[src/rtl/idma_dp_req_arbiter.sv]
// Shares one read/write datapath-request channel pair between NumPorts backends, returns responses in issue order.
// Latency: request out 1 cycle after grant; responses routed combinationally (zero latency).
// Backpressure: grant waits for ISSUE to drain and for room in both ID FIFOs; responses stall on the owner's ready.

// Small ID FIFO: remembers which port owns each issued-but-unresponded request.
// Latency: head visible the cycle after push; pop takes effect at the next edge.
// Backpressure: push ignored when full, pop ignored when empty (the caller never does either).
module idma_dp_req_arbiter_id_fifo #(
  parameter int unsigned Depth = 4,
  parameter int unsigned Width = 1
) (
  input  logic             clk_i,
  input  logic             rst_ni,
  input  logic             push_i,
  input  logic [Width-1:0] data_i,
  input  logic             pop_i,
  output logic [Width-1:0] data_o,
  output logic             full_o,
  output logic             empty_o
);
  localparam int unsigned PtrW = (Depth > 1) ? $clog2(Depth) : 1;
  localparam int unsigned CntW = $clog2(Depth + 1);

  logic [Width-1:0] r_mem [Depth];
  logic [PtrW-1:0]  r_wr_ptr, r_rd_ptr;
  logic [CntW-1:0]  r_cnt;
  logic             w_push, w_pop;

  assign full_o  = (r_cnt == CntW'(Depth));
  assign empty_o = (r_cnt == '0);
  assign w_push  = push_i & ~full_o;
  assign w_pop   = pop_i & ~empty_o;
  assign data_o  = r_mem[r_rd_ptr];

  // Storage write; contents need no reset because the count guards every read.
  always_ff @(posedge clk_i) begin
    if (w_push) r_mem[r_wr_ptr] <= data_i;
  end

  // Pointers and occupancy count, wrapping at Depth.
  always_ff @(posedge clk_i or negedge rst_ni) begin
    if (!rst_ni) begin
      r_wr_ptr <= '0;
      r_rd_ptr <= '0;
      r_cnt    <= '0;
    end else begin
      if (w_push) r_wr_ptr <= (r_wr_ptr == PtrW'(Depth - 1)) ? '0 : r_wr_ptr + 1'b1;
      if (w_pop)  r_rd_ptr <= (r_rd_ptr == PtrW'(Depth - 1)) ? '0 : r_rd_ptr + 1'b1;
      if (w_push && !w_pop)      r_cnt <= r_cnt + 1'b1;
      else if (!w_push && w_pop) r_cnt <= r_cnt - 1'b1;
    end
  end

  a_no_push_full: assert property (@(posedge clk_i) disable iff (!rst_ni) push_i |-> !full_o);
  a_no_pop_empty: assert property (@(posedge clk_i) disable iff (!rst_ni) pop_i |-> !empty_o);
endmodule

module idma_dp_req_arbiter #(
  parameter int unsigned NumPorts       = 2,
  parameter int unsigned NumOutstanding = 4,
  parameter int unsigned RReqWidth      = 32,
  parameter int unsigned WReqWidth      = 32,
  parameter int unsigned RRspWidth      = 8,
  parameter int unsigned WRspWidth      = 8
) (
  input  logic                          clk_i,
  input  logic                          rst_ni,
  input  logic [NumPorts-1:0]           req_valid_i,
  output logic [NumPorts-1:0]           req_ready_o,
  input  logic [NumPorts*RReqWidth-1:0] r_req_i,
  input  logic [NumPorts*WReqWidth-1:0] w_req_i,
  output logic [RReqWidth-1:0]          r_dp_req_o,
  output logic                          r_dp_valid_o,
  input  logic                          r_dp_ready_i,
  output logic [WReqWidth-1:0]          w_dp_req_o,
  output logic                          w_dp_valid_o,
  input  logic                          w_dp_ready_i,
  input  logic [RRspWidth-1:0]          r_dp_rsp_i,
  input  logic                          r_dp_rsp_valid_i,
  output logic                          r_dp_rsp_ready_o,
  input  logic [WRspWidth-1:0]          w_dp_rsp_i,
  input  logic                          w_dp_rsp_valid_i,
  output logic                          w_dp_rsp_ready_o,
  output logic [RRspWidth-1:0]          r_rsp_o,
  output logic [NumPorts-1:0]           r_rsp_valid_o,
  input  logic [NumPorts-1:0]           r_rsp_ready_i,
  output logic [WRspWidth-1:0]          w_rsp_o,
  output logic [NumPorts-1:0]           w_rsp_valid_o,
  input  logic [NumPorts-1:0]           w_rsp_ready_i,
  output logic                          busy_o
);
  localparam int unsigned IdWidth = ($clog2(NumPorts) > 1) ? $clog2(NumPorts) : 1;

  typedef enum logic {IDLE, ISSUE} state_e;

  state_e               r_state, w_state_nxt;
  logic                 r_rd_pend, r_wr_pend, w_rd_pend_nxt, w_wr_pend_nxt;
  logic [RReqWidth-1:0] r_rd_req;
  logic [WReqWidth-1:0] r_wr_req;
  logic [IdWidth-1:0]   r_rr_ptr, w_winner, w_idx;
  logic                 w_found, w_can_grant, w_grant;
  logic [IdWidth-1:0]   w_rd_head, w_wr_head;
  logic                 w_rd_full, w_rd_empty, w_rd_pop;
  logic                 w_wr_full, w_wr_empty, w_wr_pop;

  assign w_can_grant = ~w_rd_full & ~w_wr_full;
  assign r_dp_req_o  = r_rd_req;
  assign w_dp_req_o  = r_wr_req;
  assign busy_o      = (r_state == ISSUE) | ~w_rd_empty | ~w_wr_empty;

  // Round-robin search: first requesting port at or above the pointer, with wrap-around.
  always_comb begin
    w_found  = 1'b0;
    w_winner = '0;
    w_idx    = '0;
    for (int unsigned i = 0; i < NumPorts; i++) begin
      w_idx = IdWidth'((32'(r_rr_ptr) + i) % NumPorts);
      if (!w_found && req_valid_i[w_idx]) begin
        w_found  = 1'b1;
        w_winner = w_idx;
      end
    end
  end

  // FSM next state and downstream valids; a grant in IDLE loads a full read/write pair.
  always_comb begin
    w_state_nxt   = r_state;
    w_rd_pend_nxt = r_rd_pend;
    w_wr_pend_nxt = r_wr_pend;
    w_grant       = 1'b0;
    r_dp_valid_o  = 1'b0;
    w_dp_valid_o  = 1'b0;
    case (r_state)
      IDLE: begin
        w_grant = rst_ni & w_found & w_can_grant;
        if (w_grant) begin
          w_state_nxt   = ISSUE;
          w_rd_pend_nxt = 1'b1;
          w_wr_pend_nxt = 1'b1;
        end
      end
      ISSUE: begin
        r_dp_valid_o = r_rd_pend;
        w_dp_valid_o = r_wr_pend;
        if (r_rd_pend && r_dp_ready_i) w_rd_pend_nxt = 1'b0;
        if (r_wr_pend && w_dp_ready_i) w_wr_pend_nxt = 1'b0;
        if (!w_rd_pend_nxt && !w_wr_pend_nxt) w_state_nxt = IDLE;
      end
      default: w_state_nxt = IDLE;
    endcase
  end

  // Grant is one-hot on the winner and only while a pair can actually be taken.
  always_comb begin
    req_ready_o = '0;
    if (w_grant) req_ready_o[w_winner] = 1'b1;
  end

  // State, pending flags, round-robin pointer and captured request pair.
  always_ff @(posedge clk_i or negedge rst_ni) begin
    if (!rst_ni) begin
      r_state   <= IDLE;
      r_rd_pend <= 1'b0;
      r_wr_pend <= 1'b0;
      r_rr_ptr  <= '0;
      r_rd_req  <= '0;
      r_wr_req  <= '0;
    end else begin
      r_state   <= w_state_nxt;
      r_rd_pend <= w_rd_pend_nxt;
      r_wr_pend <= w_wr_pend_nxt;
      if (w_grant) begin
        r_rr_ptr <= (w_winner == IdWidth'(NumPorts - 1)) ? '0 : w_winner + 1'b1;
        r_rd_req <= r_req_i[32'(w_winner)*RReqWidth +: RReqWidth];
        r_wr_req <= w_req_i[32'(w_winner)*WReqWidth +: WReqWidth];
      end
    end
  end

  // Response steering: the FIFO head names the owner; nothing is accepted without an owner.
  always_comb begin
    r_rsp_valid_o = '0;
    w_rsp_valid_o = '0;
    if (r_dp_rsp_valid_i && !w_rd_empty) r_rsp_valid_o[w_rd_head] = 1'b1;
    if (w_dp_rsp_valid_i && !w_wr_empty) w_rsp_valid_o[w_wr_head] = 1'b1;
    r_dp_rsp_ready_o = ~w_rd_empty & r_rsp_ready_i[w_rd_head];
    w_dp_rsp_ready_o = ~w_wr_empty & w_rsp_ready_i[w_wr_head];
  end

  assign r_rsp_o  = r_dp_rsp_i;
  assign w_rsp_o  = w_dp_rsp_i;
  assign w_rd_pop = r_dp_rsp_valid_i & r_dp_rsp_ready_o;
  assign w_wr_pop = w_dp_rsp_valid_i & w_dp_rsp_ready_o;

  idma_dp_req_arbiter_id_fifo #(.Depth(NumOutstanding), .Width(IdWidth)) u_rd_id_fifo (
    .clk_i(clk_i), .rst_ni(rst_ni), .push_i(w_grant), .data_i(w_winner),
    .pop_i(w_rd_pop), .data_o(w_rd_head), .full_o(w_rd_full), .empty_o(w_rd_empty)
  );

  idma_dp_req_arbiter_id_fifo #(.Depth(NumOutstanding), .Width(IdWidth)) u_wr_id_fifo (
    .clk_i(clk_i), .rst_ni(rst_ni), .push_i(w_grant), .data_i(w_winner),
    .pop_i(w_wr_pop), .data_o(w_wr_head), .full_o(w_wr_full), .empty_o(w_wr_empty)
  );

  a_r_stable: assert property (@(posedge clk_i) disable iff (!rst_ni)
    (r_dp_valid_o && !r_dp_ready_i) |=> (r_dp_valid_o && $stable(r_dp_req_o)));
  a_w_stable: assert property (@(posedge clk_i) disable iff (!rst_ni)
    (w_dp_valid_o && !w_dp_ready_i) |=> (w_dp_valid_o && $stable(w_dp_req_o)));
  a_r_rsp_owner: assert property (@(posedge clk_i) disable iff (!rst_ni) r_dp_rsp_valid_i |-> !w_rd_empty);
  a_w_rsp_owner: assert property (@(posedge clk_i) disable iff (!rst_ni) w_dp_rsp_valid_i |-> !w_wr_empty);
endmodule

[config.mk]
export PLATFORM = sky130hd
export DESIGN_NAME = idma_dp_req_arbiter
export DESIGN_NICKNAME = d
export VERILOG_FILES = /design/src/rtl/idma_dp_req_arbiter.sv
export SDC_FILE = /design/constraint.sdc
export NUM_CORES = 1
export LEC_CHECK = 0
export BUFFER_PORTS_ARGS = -buffer_cell sky130_fd_sc_hd__buf_2
export CAP_MARGIN = 20
export CORE_MARGIN = 2
export CORE_UTILIZATION = 45
export DETAILED_ROUTE_END_ITERATION = 10
export GPL_ROUTABILITY_DRIVEN = 0
export PLACE_DENSITY = 0.89
export RECOVER_POWER = 50
export SYNTH_ARGS = -nofsm -noshare
export SYNTH_HDL_FRONTEND = slang
export SYNTH_SLANG_ARGS = --single-unit
[constraint.sdc]
create_clock -name clk_i -period 3.67 [get_ports clk_i]
set_input_delay 0.5505 -clock clk_i [delete_from_list [all_inputs] [get_ports clk_i]]
set_output_delay 0.5505 -clock clk_i [all_outputs]
set_load 0.005 [all_outputs]
==> metrics.md <==
| Metric | Value |
|---|---|
| Endpoints failing setup | `0` |
| FF+latch count, synth | `90` |
| Portion of netlist area occupied by mux cells | `around 4%` |
| Clock period minus worst slack | `2.78 ns` |
| Main combinational cell family by area after synthesis | `compound AO/OA/AOI/OAI gates` |
| P per Cell Area | `745 mW/mm^2` |
| GRT Util Overall | `around 23%` |
| Vias in the first global route | `roughly 4800` |
| Synth Net Count | `slightly below 700` |
| # rows | `39` |
| Top_reg_cell synth | `dfrtp_1` |
| Remaining antenna violation count after routing | `0` |
| Number of buffers created by CTS | `9` |
| XOR/XNOR Fraction of Synth Area | `less than 1%` |
| DR DRC count | `0` |
| Worst Path Arrival | `about 3.0 ns` |
| Setup Skew | `0.00682 ns` |
| Chip width | `about 110 um` |
| Max IR drop VDD | `about 0.00058 V` |
| Vias | `between 5000 and 6000` |
| Avg Synthesized Cell Area | `a little over 10 um^2` |
| DP HPWL | `approximately 9000 um` |
| Max Clk Rate | `roughly 360 MHz` |
| Worst slack at placement | `0.715 ns` |
| IO Pins | `247` |
| Post-synthesis compound-gate area fraction | `about a quarter` |
| Diodes inserted | `0` |
| Synthesis Warnings | `0` |
| Status | `complete, but fails checks` |
| Synthesized area | `0.00529 mm^2` |
| Fin. max-slew vios | `32` |
| Cell taking the most area after synthesis | `dfrtp_1` |
| Post-synth EDFFs | `8` |
| Failing checks | `capacitance limit, slew limit` |
| Commonest non-fill, non-tap cells in the layout | `buf_2, dfrtp_1` |
| Layout overhead on the synthesized area | `22.2%` |
| Vias per std cell | `around 6.1` |
| Worst r2r src | `u_wr_id_fifo.r_cnt[2]` |
| Post-Synth Simple-Gate Area | `a little over an eighth` |
| Layout cells sized above 1 | `a little over a third` |
| Type of element launching the critical path | `flop` |
| Unrepaired setup endpoints after global routing | `false` |
| Post-cts resize count | `0` |
| Layout Nets | `~850` |
| CTS Root Cell | `clkbuf_16` |
| HP Start | `w_req_i[30]` |
| Synth top area cells | `dfrtp_1, a41oi_1, nand3b_1` |
| Core Area | `about 0.011 mm^2` |
| Setup slack after layout | `between 0.8 and 0.9 ns` |
| Critical path data required time | `about 3.9 ns` |
| Later-pin clock latency in the skew report | `~0.33 ns` |
| Pre-antenna DRT Iters | `8` |
| Post-CTS setup buffers | `0` |
| Sequential cell area fraction in the yosys report | `a little over two fifths` |
| Most common cell after layout, fill and taps aside | `buf_2` |
| Setup TNS | `0 ns` |
| Total Wirelength | `about 15000 um` |
| Initial antenna violation count | `1` |
| Hold buffers post-CTS | `0` |
| Grt total ovfl | `0` |
| Netlist cell types | `37` |
| Largest net degree at the start of global routing | `around 130` |
| Crit-path max FO | `65` |
| First-pass GRT wire length | `23700 um` |
| Slew headroom | `-24.6%` |
| Setup Crit Path Kind | `reg2reg` |
| DIE AREA | `about 0.013 mm^2` |
| Clk slew on worst S/H paths | `about 0.070 ns` |
| Adder-Cell Fraction of Synth Area | `3.59%` |
| Post-synthesis cell count | `between 500 and 600` |
| WL/cell | `between 15 and 20 um` |
| Effective utilization at floorplan | `between 40% and 50%` |
| # port buffers | `214` |
| Final Cycle Share | `approximately 76%` |
| HP Class | `in2reg` |
| Initial DRC count | `595` |
| FFs w/ async S/R, synth | `approximately 91%` |
| Max-cap violations | `1` |
| Final hold violation count | `0` |
| TritonCTS clock tree | `built` |
| CP Launch Point | `u_wr_id_fifo.r_cnt[2]` |
| Top-area cell type share of the netlist area | `38.8%` |
| Htree depth | `3` |
| Critical path capture point type | `flop` |
| Die Y | `around 110 um` |
| Clk sinks | `90` |
| Worst Max-Slew Pin Slew | `between 1.5 and 2 ns` |
| Clock Path Buffers | `2` |
| Leakage | `about 2.7 nW` |
[report_power, final]
group | switching, mW | total (mW) | leakage, nW | internal, mW
combinational | 1.14 | 2.13 | 1.59 | 0.998
clock | 0.401 | 0.866 | 0.140 | 0.465
sequential | 0.334 | 1.82 | 0.998 | 1.49
[worst paths after layout]
path                       slack (ns)  cells past startpoint                     to
setup / recovery                 0.89                     10  u_wr_id_fifo.r_cnt[2]
hold / removal                   0.48                      3         w_dp_req_o[30]
setup reg to reg                 0.89                     10  u_wr_id_fifo.r_cnt[2]
hold reg to reg                  0.49                      2              r_wr_pend
max in group asynchronous        1.73                      2         w_dp_req_o[15]
min in group asynchronous        0.85                      2  u_rd_id_fifo.r_cnt[2]
[metal layers]
layer | wire length (um) | GRT usage (%) | up-vias
li1 | - | - | 2328
met1 | 5800 | 29.8 | 2428
met2 | 7450 | 38.4 | 246
met3 | 1060 | 5.35 | 24
met4 | 186 | 5.37 | 2
met5 | 13 | 0 | -
[registers in the layout, indices dropped and copies added, names as in the netlist]
signal                 count
u_wr_id_fifo.r_mem         4
u_rd_id_fifo.r_rd_ptr      2
u_rd_id_fifo.r_wr_ptr      2
r_state                    1
u_rd_id_fifo.r_cnt         3
u_wr_id_fifo.r_wr_ptr      2
w_dp_req_o                32
u_rd_id_fifo.r_mem         4
r_wr_pend                  1
u_wr_id_fifo.r_rd_ptr      2
r_rd_pend                  1
r_rr_ptr                   1
u_wr_id_fifo.r_cnt         3
r_dp_req_o                32
[critical path, cell delays in order, from the launching register on]
cell and delay [ns]:
dfrtp_1 0.43, or3b_2 0.21, buf_4 0.54, nand4_4 0.26
inv_4 0.11, ha_1 0.19, inv_1 0.07, fa_1 0.39
xor2_1 0.18, nor2_1 0.12, xor2_1 0.15
[cells in the mapped netlist (all sizes together) (3+ instances only)]
cell type,instances
buf,40
edfxtp,8
nor2,12
ha,12
dfrtp,82
a41oi,64
mux2i,4
o21ai,64
o311ai,4
xor2,4
and2,10
a31oi,64
mux2,11
clkbuf,39
or3,3
nand3b,64
inv,13
nand2,8
[kinds of logic after synthesis]
| logic type | Yosys count |
|---|---|
| adders and majority gates | 14 |
| muxes | 17 |
| AOI/OAI and AO/OA | 198 |
| and+or+nand+nor | 108 |
| DFF | 90 |
| xor gates and xnor gates | 6 |
| buffers and inverters | 93 |
[cell type report]
class | instances | area, um^2
sequential | 90 | 2290
clock inverter | 7 | 51.3
clock buffer | 9 | 225
inverter | 14 | 55.1
fill | 1016 | 5000
tap | 143 | 179
multi-input combinational | 343 | 2530
timing repair buffer | 223 | 1140
[metrics by stage]
| stage | cells | cell area (um^2) | hold WS (ns) | utilization [%] | power [mW] |
|---|---|---|---|---|---|
| floorplan | 526 | 5290 | 0.255 | - | 3.25 |
| finish | 829 | 6470 | 0.484 | 56.4 | 4.82 |
| CTS | 828 | 6470 | 0.474 | 56.4 | 4.89 |
| global placement | 812 | 6190 | 0.478 | 54.0 | 3.92 |
| global route | 829 | 6470 | 0.474 | 56.4 | 5.21 |
| detailed placement | 812 | 6190 | 0.479 | 54.0 | 4.00 |
Power figures use the tool's default switching activity.
